==> config.mk <==
export PLATFORM = sky130hd
export DESIGN_NAME = logic_unit_pipe
export DESIGN_NICKNAME = d
export VERILOG_FILES = /design/src/rtl/logic_pkg.sv /design/src/rtl/logic_unit_core.sv /design/src/rtl/logic_unit_pipe.sv
export SDC_FILE = /design/constraint.sdc
export NUM_CORES = 1
export LEC_CHECK = 0
export ABC_AREA = 1
export BUFFER_PORTS_ARGS = -buffer_cell sky130_fd_sc_hd__buf_2
export CAP_MARGIN = 20
export CORE_MARGIN = 2
export CORE_UTILIZATION = 52
export DETAILED_ROUTE_END_ITERATION = 8
export PLACE_DENSITY = 0.76
export SLEW_MARGIN = 0
export SYNTH_ARGS = -nofsm -noshare
export SYNTH_HDL_FRONTEND = slang
export SYNTH_SLANG_ARGS = --single-unit
export TNS_END_PERCENT = 5
==> constraint.sdc <==
create_clock -name iClk -period 2.1 [get_ports iClk]
set_input_delay 0.42 -clock iClk [delete_from_list [all_inputs] [get_ports iClk]]
set_output_delay 0.42 -clock iClk [all_outputs]
set_load 0.02 [all_outputs]
==> src/rtl/logic_pkg.sv <==
// Shared opcode definitions for the bitwise logic unit pipeline.
package logic_pkg;

    localparam int OP_WIDTH = 3;

    typedef enum logic [OP_WIDTH-1:0] {
        OP_AND   = 3'b000,
        OP_OR    = 3'b001,
        OP_NOTA  = 3'b010,
        OP_XOR   = 3'b011,
        OP_NAND  = 3'b100,
        OP_NOR   = 3'b101,
        OP_XNOR  = 3'b110,
        OP_PASSB = 3'b111
    } opcode_e;

endpackage

==> src/rtl/logic_unit_core.sv <==
// Stateless bitwise operation decode; selects one of eight logic functions of a and b.
module logic_unit_core
    import logic_pkg::*;
#(
    parameter int WIDTH = 8
) (
    input  logic [OP_WIDTH-1:0] op,
    input  logic [WIDTH-1:0]    a,
    input  logic [WIDTH-1:0]    b,
    output logic [WIDTH-1:0]    y
);

    // NOT A ignores b and PASS B ignores a; nothing here carries between bits
    always_comb begin
        y = '0;
        case (op)
            OP_AND:   y = a & b;
            OP_OR:    y = a | b;
            OP_NOTA:  y = ~a;
            OP_XOR:   y = a ^ b;
            OP_NAND:  y = ~(a & b);
            OP_NOR:   y = ~(a | b);
            OP_XNOR:  y = ~(a ^ b);
            OP_PASSB: y = b;
            default:  y = '0;
        endcase
    end

endmodule

==> src/rtl/logic_unit_pipe.sv <==
// Two-stage valid/ready pipeline around logic_unit_core: S1 holds operands, S2 holds the
// registered result, flags and the accumulator that can stand in for operand A.
module logic_unit_pipe
    import logic_pkg::*;
#(
    parameter int WIDTH  = 8,
    parameter int ACC_EN = 1
) (
    input  logic                iClk,
    input  logic                iRst,
    input  logic                iValid,
    output logic                oReady,
    input  logic [OP_WIDTH-1:0] iOp,
    input  logic [WIDTH-1:0]    iA,
    input  logic [WIDTH-1:0]    iB,
    input  logic                iAcc,
    output logic                oValid,
    input  logic                iReady,
    output logic [WIDTH-1:0]    oY,
    output logic                oZero,
    output logic                oParity
);

    logic                s1Valid;
    logic [OP_WIDTH-1:0] s1Op;
    logic [WIDTH-1:0]    s1A;
    logic [WIDTH-1:0]    s1B;
    logic                s1Acc;

    logic                s2Valid;
    logic [WIDTH-1:0]    yReg;
    logic                zeroReg;
    logic                parityReg;
    logic [WIDTH-1:0]    accReg;

    logic                inXfer;
    logic                outXfer;
    logic                s2Load;
    logic [WIDTH-1:0]    operandA;
    logic [WIDTH-1:0]    coreY;

    // S1 may refill in the same cycle it hands off, which keeps one transfer per cycle
    assign outXfer = s2Valid & iReady;
    assign s2Load  = s1Valid & (~s2Valid | outXfer);
    assign oReady  = ~s1Valid | s2Load;
    assign inXfer  = iValid & oReady;

    assign operandA = ((ACC_EN != 0) && s1Acc) ? accReg : s1A;

    logic_unit_core #(
        .WIDTH(WIDTH)
    ) core (
        .op(s1Op),
        .a (operandA),
        .b (s1B),
        .y (coreY)
    );

    // Operand register: held unchanged while the downstream stage is stalled
    always_ff @(posedge iClk or posedge iRst) begin
        if (iRst) begin
            s1Valid <= 1'b0;
            s1Op    <= '0;
            s1A     <= '0;
            s1B     <= '0;
            s1Acc   <= 1'b0;
        end else if (inXfer) begin
            s1Valid <= 1'b1;
            s1Op    <= iOp;
            s1A     <= iA;
            s1B     <= iB;
            s1Acc   <= iAcc;
        end else if (s2Load) begin
            s1Valid <= 1'b0;
        end
    end

    // Result register: flags are computed from the new result so all outputs are registered
    always_ff @(posedge iClk or posedge iRst) begin
        if (iRst) begin
            s2Valid   <= 1'b0;
            yReg      <= '0;
            zeroReg   <= 1'b0;
            parityReg <= 1'b0;
            accReg    <= '0;
        end else if (s2Load) begin
            s2Valid   <= 1'b1;
            yReg      <= coreY;
            zeroReg   <= (coreY == '0);
            parityReg <= ^coreY;
            accReg    <= coreY;
        end else if (outXfer) begin
            s2Valid   <= 1'b0;
        end
    end

    assign oValid  = s2Valid;
    assign oY      = yReg;
    assign oZero   = zeroReg;
    assign oParity = parityReg;

endmodule

==> results of run 1 <==
-- layout make-up --
| type | count | area (um2) |
|---|---|---|
| clock buffer | 7 | 96.34 |
| clock inverter | 1 | 30.03 |
| fill | 374 | 1441 |
| inverter | 57 | 226.5 |
| multi-input combinational | 242 | 1609 |
| sequential | 32 | 802.0 |
| tap | 67 | 83.83 |
| timing repair buffer | 63 | 426.7 |
| timing repair inverter | 1 | 7.507 |
-- power by group --
part / leakage, nW / internal (mW) / switching [mW]
clock network: 0.0645 / 0.418 / 0.239
registers: 0.370 / 0.771 / 0.113
logic: 1.37 / 1.12 / 1.30
total: 1.81 / 2.31 / 1.66
-- critical path: stages (launching register included) --
cell     delay [ns]
dfrtp_2        0.48
buf_6          0.16
nand2_1        0.09
nand2_2        0.09
ha_4           0.28
inv_1          0.03
nand4_1        0.06
nand2_1        0.06
nor2_2         0.12
nand3_2        0.08
inv_2          0.08
ha_4           0.20
xnor2_2        0.18
xnor2_1        0.14
o21ai_1        0.07
-- repair_timing --
action	4_1_cts	5_1_grt
gates resized for setup	36	14
buffers inserted	8	1
pin swaps	18	15
endpoints found under the setup margin	1	2
gates cloned	0	1
-- registers in the layout, indices dropped and copies added (netlist names) --
signal	count
s1Op	3
oParity	1
s1Valid	1
s1Acc	1
oZero	1
s1B	8
s1A	8
oValid	1
oY	8
-- per-stage QoR --
stage	util	total power, mW	cell area, um2	hold WS, ns
4_1_cts	0.6808	3.774	3216	0.2116
2_1_floorplan	-	2.137	2539	0.4881
3_3_place_gp	0.6011	2.622	2839	0.4667
5_1_grt	0.6948	4.271	3282	0.2282
6_report	0.6948	3.967	3282	0.1885
3_5_place_dp	0.6011	2.681	2839	0.4795
-- cell usage after synthesis, drive strengths merged --
library cell	n	area [um2]
ha	20	250.2
dfrtp	32	800.8
o21ai	2	10.00
nand3b	7	52.55
nor2	45	240.2
nor3	1	5.000
xnor2	3	26.28
nand3	14	105.1
inv	57	226.5
a21oi	20	100.1
nand2	100	395.4
buf	17	138.9
nand4	30	187.7
-- how the worst max path moves through the flow --
stage / startpoint / to / slack, ns / cells after the start
2_1_floorplan: s1Acc$_DFFE_PP0P_ / oParity$_DFFE_PP0P_ / 0.03 / 15
5_1_grt: s1Acc$_DFFE_PP0P_ / oParity$_DFFE_PP0P_ / -0.27 / 14
3_3_place_gp: s1Acc$_DFFE_PP0P_ / oParity$_DFFE_PP0P_ / -0.19 / 14
3_5_place_dp: s1Acc$_DFFE_PP0P_ / oParity$_DFFE_PP0P_ / -0.27 / 13
6_report: s1Acc$_DFFE_PP0P_ / oParity$_DFFE_PP0P_ / -0.16 / 14
4_1_cts: s1Acc$_DFFE_PP0P_ / oParity$_DFFE_PP0P_ / -0.07 / 14
-- logic make-up (layout without fill, tap and decap cells) --
group | Yosys count | count (layout) | share of synthesized area
flops | 32 | 32 | 0.3154
xor+xnor | 3 | 3 | 0.01035
fa+ha+maj | 20 | 20 | 0.09857
buf+inv | 74 | 129 | 0.1439
simple gates | 197 | 197 | 0.3884
compound gates | 22 | 22 | 0.04337
-- per-layer routing --
metal | track usage | vias up
met5 | 0 | -
met4 | 0.1010 | 0
met3 | 0.04252 | 16
met2 | 0.4177 | 83
met1 | 0.3462 | 1112
li1 | - | 1204
==> key figures, run 1 <==
Clock network
  – TritonCTS Buffers: 5
  – Root buffer cell: clkbuf_8
  – Clock tree sinks: 32
  – Post-CTS Hold Fix Bufs: 0
  – Bufs on Longest Clock Path: 2
  – Clock latency reported for the late side of the worst-skew pair: 0.30 ns
  – H-tree level count: 2
  – CTS tree: done
  – Clock-pin slew on the worst setup and hold paths: 0.07 ns

STA
  – Final Max Slew Viols: 0
  – Max frequency: 0.4427 GHz
  – Fin. Hold Viols: 0
  – Tightest Pin Transition: 0.4842 ns
  – Worst-case headroom to the max-slew limit: 0.6764
  – Setup repair after global routing missed its margin: yes
  – Layout Skew: 0.01063 ns
  – # setup viols final: 2
  – Portion of the clock cycle consumed by the worst path in the final layout: 1.076
  – Time the worst path needs with I/O delays and setup: 2.259 ns
  – Worst-case setup margin in the final layout: -0.1590 ns
  – Final-layout setup total negative slack: -0.2347 ns

Setup path
  – Endpoint of the worst-slack reg-to-reg timing path: oParity$_DFFE_PP0P_
  – Launch point of the worst reg-to-reg path: s1Acc$_DFFE_PP0P_
  – Crit path DAT: 2.44 ns
  – Category of the most critical setup path: flop to flop
  – Worst Setup End Kind: flop
  – Slack of the worst reg-to-reg path: -0.16 ns
  – Count of cells along the worst register-to-register path: 14
  – CP Data Required Time: 2.28 ns
  – Startpoint type of the worst setup path: flop
  – CP Max Fanout: 6

Synth
  – Mean instance size in the synthesized netlist: 7.295 um2
  – Net count after synthesis: 392
  – Sequential-to-total area share from yosys stat: 0.3154
  – Warnings, synthesis: 0
  – Count of mapped cells out of synthesis: 348
  – Syn Std Cell Area: 2539 um2
  – #FFs+latches synth: 32
  – Number of distinct library cells after synthesis: 24

Floorplan
  – Total die area: 5457 um2
  – Core footprint: 4723 um2
  – Placement row count: 25
  – Horizontal die dimension: 73.87 um
  – Effective utilization at floorplan: 0.5375
  – Number of ports placed on the die boundary: 36
  – Die Span Y: 73.87 um

Min path
  – Min-Delay Path Class: input pin to async pin

Placed design
  – Worst setup slack after placement: -0.2734 ns
  – Instance count after placement with tap cells included: 452
  – Detailed-placement wirelength estimate: 4.216 mm
  – Final estimated routing congestion in global placement: 0.8787
  – Port Buf Inserts: 35

Job
  – Maximum Capacitance Violations: 0

Finish
  – Number of inserted diodes: 0
  – Most frequent cells in the layout: 82 x nand2_1, 35 x inv_1, 35 x buf_2
  – Nets@finish: 446
  – Final instance count without filler cells: 470
  – Layout-stage area growth over the synthesis result: 29.28%
  – Most common cell after layout, fill and taps aside: nand2_1
  – Proportion of layout cells with a drive suffix above 1: 0.3722

Pwr
  – Static power due to leakage: 1.809 nW
  – Pwr Density: 1209 nW/um2
  – Worst IR drop on VDD: 610.0 uV

Detailed routing
  – Number of routed nets with antenna violations: 0
  – Total vias in the final route: 2415
  – Met3 wire len: 324 um
  – Wire length per cell: 13.41 um
  – DRC violation total after the first TritonRoute iteration: 237
  – Routed wire length on met2: 3.005 mm
  – M1 wire length: 2.804 mm
  – Top layer reached by signal wires: met4
  – DRC violations left: 0
  – Final wirelength: 6.304 mm
  – TritonRoute pass-1 iters: 4
  – Number of vias per cell after detailed routing: 5.138

Global route
  – Total grt overflow: 0
  – Global-route wire length before repair: 10.70 mm
  – Tot GR Track Use: 0.2589
  – Vias in the first global route: 2290
  – Maximum number of pins on one net before global-route repair: 42
  – Number of antenna violations at the first check in global routing: 0

Outcome
  – Status: finished with violations
  – Violated checks: setup timing
Power figures use the tool's default switching activity.
==> run 2, diff against run 1 <==
==> constraint.sdc (replaced) <==
create_clock -name iClk -period 2.1 [get_ports iClk]
set_input_delay 0 -clock iClk [delete_from_list [all_inputs] [get_ports iClk]]
set_output_delay 0 -clock iClk [all_outputs]
set_load 0.02 [all_outputs]
==> run 2 against run 1 <==
Effect of this change:
- the flow still finishes with violations (setup timing)
- fmax fell by 0.64%
- clock skew fell by 0.0021 ns
- largest cell class unchanged
- routed wire length rose by 12%
- die area did not move
- via count rose by 7.8%
- first-iteration DRC count fell by 8.9%
- flip-flop and latch count did not move
- highest routed layer unchanged
- worst hold slack improved by 0.0088 ns
- clock power barely moved
==> key figures, run 2 (synthesis gave the netlist of run 1 again) <==
Setup path
  – Count of cells along the worst register-to-register path: 15 (+1)
  – Launch point of the worst reg-to-reg path: s1Acc$_DFFE_PP0P_
  – CP Max Fanout: 6 (unchanged)
  – Cells along the critical path: clkinv_4, buf_6, nand2_2, nand2_4, ha_4, inv_2, nand4_1, nand2_1, nor2_2, nand3_2, inv_2, ha_4, xnor2_4, xnor2_1, o21ai_1
  – Slack of the worst reg-to-reg path: -0.17 ns (about the same)
  – Endpoint of the worst-slack reg-to-reg timing path: oParity$_DFFE_PP0P_
  – Worst Setup End Kind: flop
  – Startpoint type of the worst setup path: flop
  – Category of the most critical setup path: flop to flop
  – Largest delay share family, worst path: simple AND/OR/NAND/NOR gates
  – Slowest cell on the critical path: dfrtp_2
  – Crit path DAT: 2.45 ns (about the same)
  – Largest stage delay on the critical path: 0.45 ns (-0.03 ns)
  – Critical path buffers and inverters: 4 (+1)
  – CP Data Required Time: 2.27 ns (about the same)

Detailed routing
  – Met3 wire len: 310 um (-4.3%)
  – Number of vias per cell after detailed routing: 5.239 (+2.0%)
  – Total vias in the final route: 2604 (+7.8%)
  – DRC violations left: 0 (unchanged)
  – Number of routed nets with antenna violations: 0 (unchanged)
  – Wire length per cell: 14.20 um (+5.9%)
  – Routed wire length on met2: 3.541 mm (+18%)
  – TritonRoute pass-1 iters: 5 (+1)
  – Top layer reached by signal wires: met4
  – DRC violation total after the first TritonRoute iteration: 216 (-8.9%)
  – Final wirelength: 7.057 mm (+12%)
  – M1 wire length: 3.001 mm (+7.0%)

Placed design
  – Final estimated routing congestion in global placement: 0.8787 (unchanged)
  – Port Buf Inserts: 35 (unchanged)
  – Detailed-placement wirelength estimate: 4.216 mm (unchanged)

Clock network
  – CTS tree: done
  – Root buffer cell: clkbuf_8
  – Clock-pin slew on the worst setup and hold paths: 0.07 ns (about the same)
  – Clock tree sinks: 32 (unchanged)
  – TritonCTS Buffers: 5 (unchanged)
  – Bufs on Longest Clock Path: 2 (unchanged)
  – H-tree level count: 2 (unchanged)
  – Clock latency reported for the late side of the worst-skew pair: 0.30 ns (about the same)

Global route
  – Maximum number of pins on one net before global-route repair: 42 (unchanged)
  – Total grt overflow: 0 (unchanged)
  – Tot GR Track Use: 0.2732 (+0.01431)
  – Vias in the first global route: 2427 (+6.0%)
  – Global-route wire length before repair: 11.29 mm (+5.5%)
  – Number of antenna violations at the first check in global routing: 0 (unchanged)

Min path
  – Beginning of the worst hold path: iValid
  – Endpoint, Worst Hold: s1Valid$_DFFE_PP0P_
  – Worst hold path depth: 4
  – Min-Delay Path Class: input pin to flop

Floorplan
  – Placement row count: 25 (unchanged)
  – Number of ports placed on the die boundary: 36 (unchanged)
  – Total die area: 5457 um2 (unchanged)
  – Effective utilization at floorplan: 0.5375 (unchanged)
  – Core footprint: 4723 um2 (unchanged)
  – Horizontal die dimension: 73.87 um (unchanged)
  – Die Span Y: 73.87 um (unchanged)

Outcome
  – Violated checks: setup timing
  – Status: finished with violations

STA
  – Final-layout setup total negative slack: -0.2983 ns (-0.06353 ns)
  – Max frequency: 0.4399 GHz (-0.64%)
  – Fin. Hold Viols: 0 (unchanged)
  – Portion of the clock cycle consumed by the worst path in the final layout: 1.083 (+0.006900)
  – Worst-case setup margin in the final layout: -0.1735 ns (-0.01449 ns)
  – Tightest Pin Transition: 0.4906 ns (+0.006401 ns)
  – Final Max Slew Viols: 0 (unchanged)
  – # setup viols final: 2 (unchanged)
  – Worst-case headroom to the max-slew limit: 0.6721 (-0.004277)
  – Setup repair after global routing missed its margin: yes
  – Time the worst path needs with I/O delays and setup: 2.273 ns (+0.01449 ns)
  – Layout Skew: 0.008492 ns (-0.002133 ns)

Pwr
  – Static power due to leakage: 1.945 nW (+7.5%)
  – Worst IR drop on VDD: 616.4 uV (+1.0%)
  – Pwr Density: 1149 nW/um2 (-5.0%)
  – Total Power Consumption: 4.131 mW (+4.1%)

Finish
  – Most frequent cells in the layout: 81 x nand2_1, 35 x buf_2, 31 x inv_1, 31 x dfrtp_1, 30 x nand4_1
  – Proportion of layout cells with a drive suffix above 1: 0.3791 (+0.006861)
  – Number of inserted diodes: 0 (unchanged)
  – Layout-stage area growth over the synthesis result: 41.65%
  – Nets@finish: 473 (+6.1%)
  – Most common cell after layout, fill and taps aside: nand2_1

Job
  – Maximum Capacitance Violations: 0 (unchanged)
run 2: cell count changes in the layout (fill, tap and decap cells not counted), moves of 2 or more:
cell           previous run  this run
dlygate4sd3_1             0        22
buf_4                    24        29
ha_1                     10         6
inv_1                    35        31
inv_2                    19        23
nand2_4                   9        13
nand2_2                   9         6
ha_2                      0         2
ha_4                     10        12
run 2: what timing repair did:
item | 4_1_cts | 5_1_grt
pin swaps | 18 | 23
setup buffers | 8 | 7
hold buffers | 22 | 0
gates resized for setup | 36 | 31
endpoints found under the hold margin | 53 | 0
setup endpoints to repair | 1 | 2
run 2: tightest hold or removal path: stages:
cell     delay, ns
buf_2         0.07
nand2_1       0.04
buf_4         0.24
nand2_1       0.10
run 2: how the worst max path moves through the flow:
stage | start | endpoint | slack, ns | depth (start not counted)
2_1_floorplan | s1Acc$_DFFE_PP0P_ | oParity$_DFFE_PP0P_ | 0.03 | 15
3_3_place_gp | s1Acc$_DFFE_PP0P_ | oParity$_DFFE_PP0P_ | -0.19 | 14
3_5_place_dp | s1Acc$_DFFE_PP0P_ | oParity$_DFFE_PP0P_ | -0.27 | 13
4_1_cts | s1Acc$_DFFE_PP0P_ | oParity$_DFFE_PP0P_ | -0.07 | 14
5_1_grt | s1Acc$_DFFE_PP0P_ | oParity$_DFFE_PP0P_ | -0.25 | 15
6_report | s1Acc$_DFFE_PP0P_ | oParity$_DFFE_PP0P_ | -0.17 | 15
run 2: report_power, final:
group,switching (mW),internal [mW]
logic,1.38,1.21
registers,0.117,0.771
clock network,0.239,0.418
total,1.73,2.40
run 2: metrics by stage:
step	area, um2	util	hold slack [ns]	setup slack [ns]	std cells
after floorplan	2539	-	0.1162	0.02791	348
after global placement	2839	0.6011	0.1032	-0.1909	452
final	3596	0.7613	0.1973	-0.1735	497
after detailed placement	2839	0.6011	0.1049	-0.2734	452
after CTS	3436	0.7274	0.2044	-0.07076	490
after global routing	3596	0.7613	0.2443	-0.2518	497
run 2: final cells by class:
class | instances | area (um2)
repair buffers | 91 | 695.7
flip-flops and latches | 32 | 802.0
well taps | 67 | 83.83
inverters | 57 | 229.0
multi-input cells | 242 | 1659
clock inverters | 1 | 30.03
clock buffers | 7 | 96.34
fillers | 309 | 1127
run 2: per-layer routing:
metal	global-route usage	vias up
li1	-	1260
met1	0.3505	1225
met2	0.4593	96
met3	0.04252	23
met4	0.1071	0
met5	0	-
==> run 3, diff against run 2 <==
--- a/config.mk
+++ b/config.mk
@@ -11,7 +11,7 @@
 export CORE_MARGIN = 2
 export CORE_UTILIZATION = 52
 export DETAILED_ROUTE_END_ITERATION = 8
-export PLACE_DENSITY = 0.76
+export PLACE_DENSITY = 0.81
 export SLEW_MARGIN = 0
 export SYNTH_ARGS = -nofsm -noshare
 export SYNTH_HDL_FRONTEND = slang
==> run 3 against run 2 <==
Effect of this change:
- the run still ends with setup timing left
- combinational power down 2%
- clock-buffer cell count stayed put
- worst hold slack gained 0.018 ns
- first-iteration DRC count increased by 63%
- critical path depth is 1 lower
- clock power barely moved
- core utilization shrank 1.5 points
- via count grew 5.8%
- cell count down 0.40%
- design area shrank 2.0%
- flip-flop and latch count unchanged
- clock skew shrank 0.0055 ns
- critical path type unchanged
- highest routed layer unchanged
==> key figures, run 3 (synthesis gave the netlist of run 1 again) <==
Floorplan
  – Effective utilization at floorplan: 0.5375 (unchanged)
  – Total die area: 5457 um2 (unchanged)
  – Die Span Y: 73.87 um (unchanged)
  – Horizontal die dimension: 73.87 um (unchanged)
  – Core footprint: 4723 um2 (unchanged)
  – Number of ports placed on the die boundary: 36 (unchanged)
  – Placement row count: 25 (unchanged)

Global route
  – Tot GR Track Use: 0.2834 (+0.01018)
  – Total grt overflow: 0 (unchanged)
  – Global-route wire length before repair: 11.63 mm (+3.0%)
  – Vias in the first global route: 2554 (+5.2%)
  – Maximum number of pins on one net before global-route repair: 42 (unchanged)
  – Number of antenna violations at the first check in global routing: 0 (unchanged)

Setup path
  – Count of cells along the worst register-to-register path: 14 (-1)
  – Largest stage delay on the critical path: 0.49 ns (+0.04 ns)
  – Startpoint type of the worst setup path: flop
  – CP Max Fanout: 6 (unchanged)
  – Worst Setup End Kind: flop
  – Cells along the critical path: buf_6, nand2_1, nand2_2, inv_1, ha_1, nand3b_1, nand2_2, nor2_2, nand3_2, inv_2, ha_4, xnor2_2, xnor2_1, o21ai_1
  – Top cell by count, worst path: nand2_2
  – CP Data Required Time: 2.26 ns (about the same)
  – Category of the most critical setup path: flop to flop
  – Critical path buffers and inverters: 3 (-1)
  – Crit path DAT: 2.56 ns (+0.11 ns)
  – Launch point of the worst path: s1Acc$_DFFE_PP0P_
  – Launch point of the worst reg-to-reg path: s1Acc$_DFFE_PP0P_
  – Slack of the worst reg-to-reg path: -0.30 ns (-0.12 ns)
  – Slowest cell on the critical path: dfrtp_2
  – Endpoint of the worst-slack reg-to-reg timing path: oParity$_DFFE_PP0P_
  – Largest delay share family, worst path: simple AND/OR/NAND/NOR gates

STA
  – Setup repair after global routing missed its margin: yes
  – Portion of the clock cycle consumed by the worst path in the final layout: 1.141 (+0.05806)
  – Time the worst path needs with I/O delays and setup: 2.395 ns (+0.1219 ns)
  – Worst hold slack: 0.2152 ns (+0.01790 ns)
  – # setup viols final: 2 (unchanged)
  – Tightest Pin Transition: 0.4797 ns (-0.01087 ns)
  – Fin. Hold Viols: 0 (unchanged)
  – Worst-case setup margin in the final layout: -0.2954 ns (-0.1219 ns)
  – Layout Skew: 0.002981 ns (-0.005512 ns)
  – Worst-case headroom to the max-slew limit: 0.6794 (+0.007261)
  – Final Max Slew Viols: 0 (unchanged)
  – Max frequency: 0.4175 GHz (-5.1%)

Pwr
  – Pwr Density: 1158 nW/um2 (+0.75%)
  – Relative contribution of combinational cells to total power: 0.619 (-0.007)
  – Internal power: 2.316 mW (-3.4%)
  – Worst IR drop on VDD: 726.3 uV (+18%)
  – Static power due to leakage: 1.904 nW (-2.1%)
  – Flop pwr share: 0.219 (+0.004)
  – Fraction of power consumed by the clock network: 0.161 (+0.002)
  – Fraction of power spent switching nets: 0.4322 (+0.01240)
  – Net switching power: 1.763 mW (+1.6%)

Finish
  – Most frequent cells in the layout: 79 x nand2_1, 35 x buf_2, 34 x inv_1
  – Layout Cell Area excl Fill: 3523 um2 (-2.0%)
  – Final instance count without filler cells: 495 (-0.40%)
  – Number of inserted diodes: 0 (unchanged)
  – Layout-stage area growth over the synthesis result: 38.79%
  – Proportion of layout cells with a drive suffix above 1: 0.3715 (-0.007574)
  – Most common cell after layout, fill and taps aside: nand2_1
  – Nets@finish: 471 (-0.42%)

Outcome
  – Status: finished with violations
  – Violated checks: setup timing

Min path
  – Endpoint, Worst Hold: s1Valid$_DFFE_PP0P_
  – Min-Delay Path Class: input pin to flop
  – Worst hold path depth: 4 (unchanged)
  – Beginning of the worst hold path: iValid

Clock network
  – CTS tree: done
  – Bufs on Longest Clock Path: 2 (unchanged)
  – TritonCTS Buffers: 5 (unchanged)
  – H-tree level count: 2 (unchanged)
  – Clock-pin slew on the worst setup and hold paths: 0.07 ns (about the same)
  – Root buffer cell: clkbuf_8
  – Clock latency reported for the late side of the worst-skew pair: 0.29 ns (about the same)
  – Clock tree sinks: 32 (unchanged)

Placed design
  – Detailed-placement wirelength estimate: 4.285 mm (+1.6%)
  – Port Buf Inserts: 35 (unchanged)
  – Instance count after placement with tap cells included: 452 (unchanged)
  – Worst setup slack after placement: -0.2878 ns (-0.01447 ns)
  – Instance area at placement: 2839 um2 (unchanged)
  – Final estimated routing congestion in global placement: 0.9076 (+3.3%)

Detailed routing
  – Number of vias per cell after detailed routing: 5.564 (+6.2%)
  – TritonRoute pass-1 iters: 5 (unchanged)
  – Wire length per cell: 16.01 um (+13%)
  – Final wirelength: 7.923 mm (+12%)
  – Number of routed nets with antenna violations: 0 (unchanged)
  – DRC violation total after the first TritonRoute iteration: 351 (+63%)
  – DRC violations left: 0 (unchanged)
  – Total vias in the final route: 2754 (+5.8%)

Job
  – Maximum Capacitance Violations: 0 (unchanged)
run 3: cell count changes in the layout (fill, tap and decap cells not counted), sizes merged:
cell	delta
inv	+1
clkinv	-1
clkinvlp	+1
buf	-3
run 3: power by group through the flow:
| stage | Clock [mW] | Sequential, mW | Combinational [mW] |
|---|---|---|---|
| global route | 0.681 | 0.910 | 2.71 |
| floorplan | 0 | 0.986 | 1.15 |
| global placement | 0 | 0.885 | 1.73 |
| detailed placement | 0 | 0.889 | 1.79 |
| finish | 0.658 | 0.894 | 2.53 |
| CTS | 0.664 | 0.883 | 2.11 |
run 3: worst register-to-register path: cells and delay by family, from the launching register on:
kind / cells / cell delay (ns)
AO/OA/AOI/OAI: 1 / 0.09
flip-flops: 1 / 0.49
adder cells (fa/ha/maj): 2 / 0.41
AND/OR/NAND/NOR: 6 / 0.61
buffers and inverters: 3 / 0.34
XOR/XNOR: 2 / 0.32
run 3: how the worst max path moves through the flow:
stage	endpoint	slack, ns	cells past startpoint
floorplan	oParity$_DFFE_PP0P_	0.03	15
global placement	oParity$_DFFE_PP0P_	-0.20	14
detailed placement	oParity$_DFFE_PP0P_	-0.29	14
CTS	oParity$_DFFE_PP0P_	-0.13	14
global route	oParity$_DFFE_PP0P_	-0.37	14
finish	oParity$_DFFE_PP0P_	-0.30	14
run 3: metrics by stage:
stage	setup TNS (ns)	total power, mW	util
final	-0.4137	4.078	0.7460
after global routing	-0.6563	4.297	0.7460
after CTS	-0.1323	3.652	0.7179
after detailed placement	-0.2878	2.677	0.6011
after global placement	-0.1955	2.616	0.6011
after floorplan	0	2.137	-
run 3: layer usage:
layer	GRT usage	share of wire
met2	0.5089	0.51
met1	0.3236	0.37
met4	0.1293	0.039
met3	0.05075	0.077
met5	0	0
run 3: cell type report:
cell class	count	area [um2]
clock inverters	1	30.03
well taps	67	83.83
repair buffers	88	669.4
flip-flops and latches	32	802.0
clock buffers	7	96.34
multi-input cells	242	1608
repair inverters	1	7.507
fillers	311	1200
inverters	57	226.5
run 3: what timing repair did:
| item | 4_1_cts | 5_1_grt |
|---|---|---|
| endpoints found under the hold margin | 53 | 0 |
| cloned | 1 | 0 |
| pin swaps | 18 | 18 |
| hold buffers | 22 | 0 |
| setup buffers | 8 | 4 |
| setup endpoints to repair | 1 | 4 |
| resized for setup | 30 | 23 |
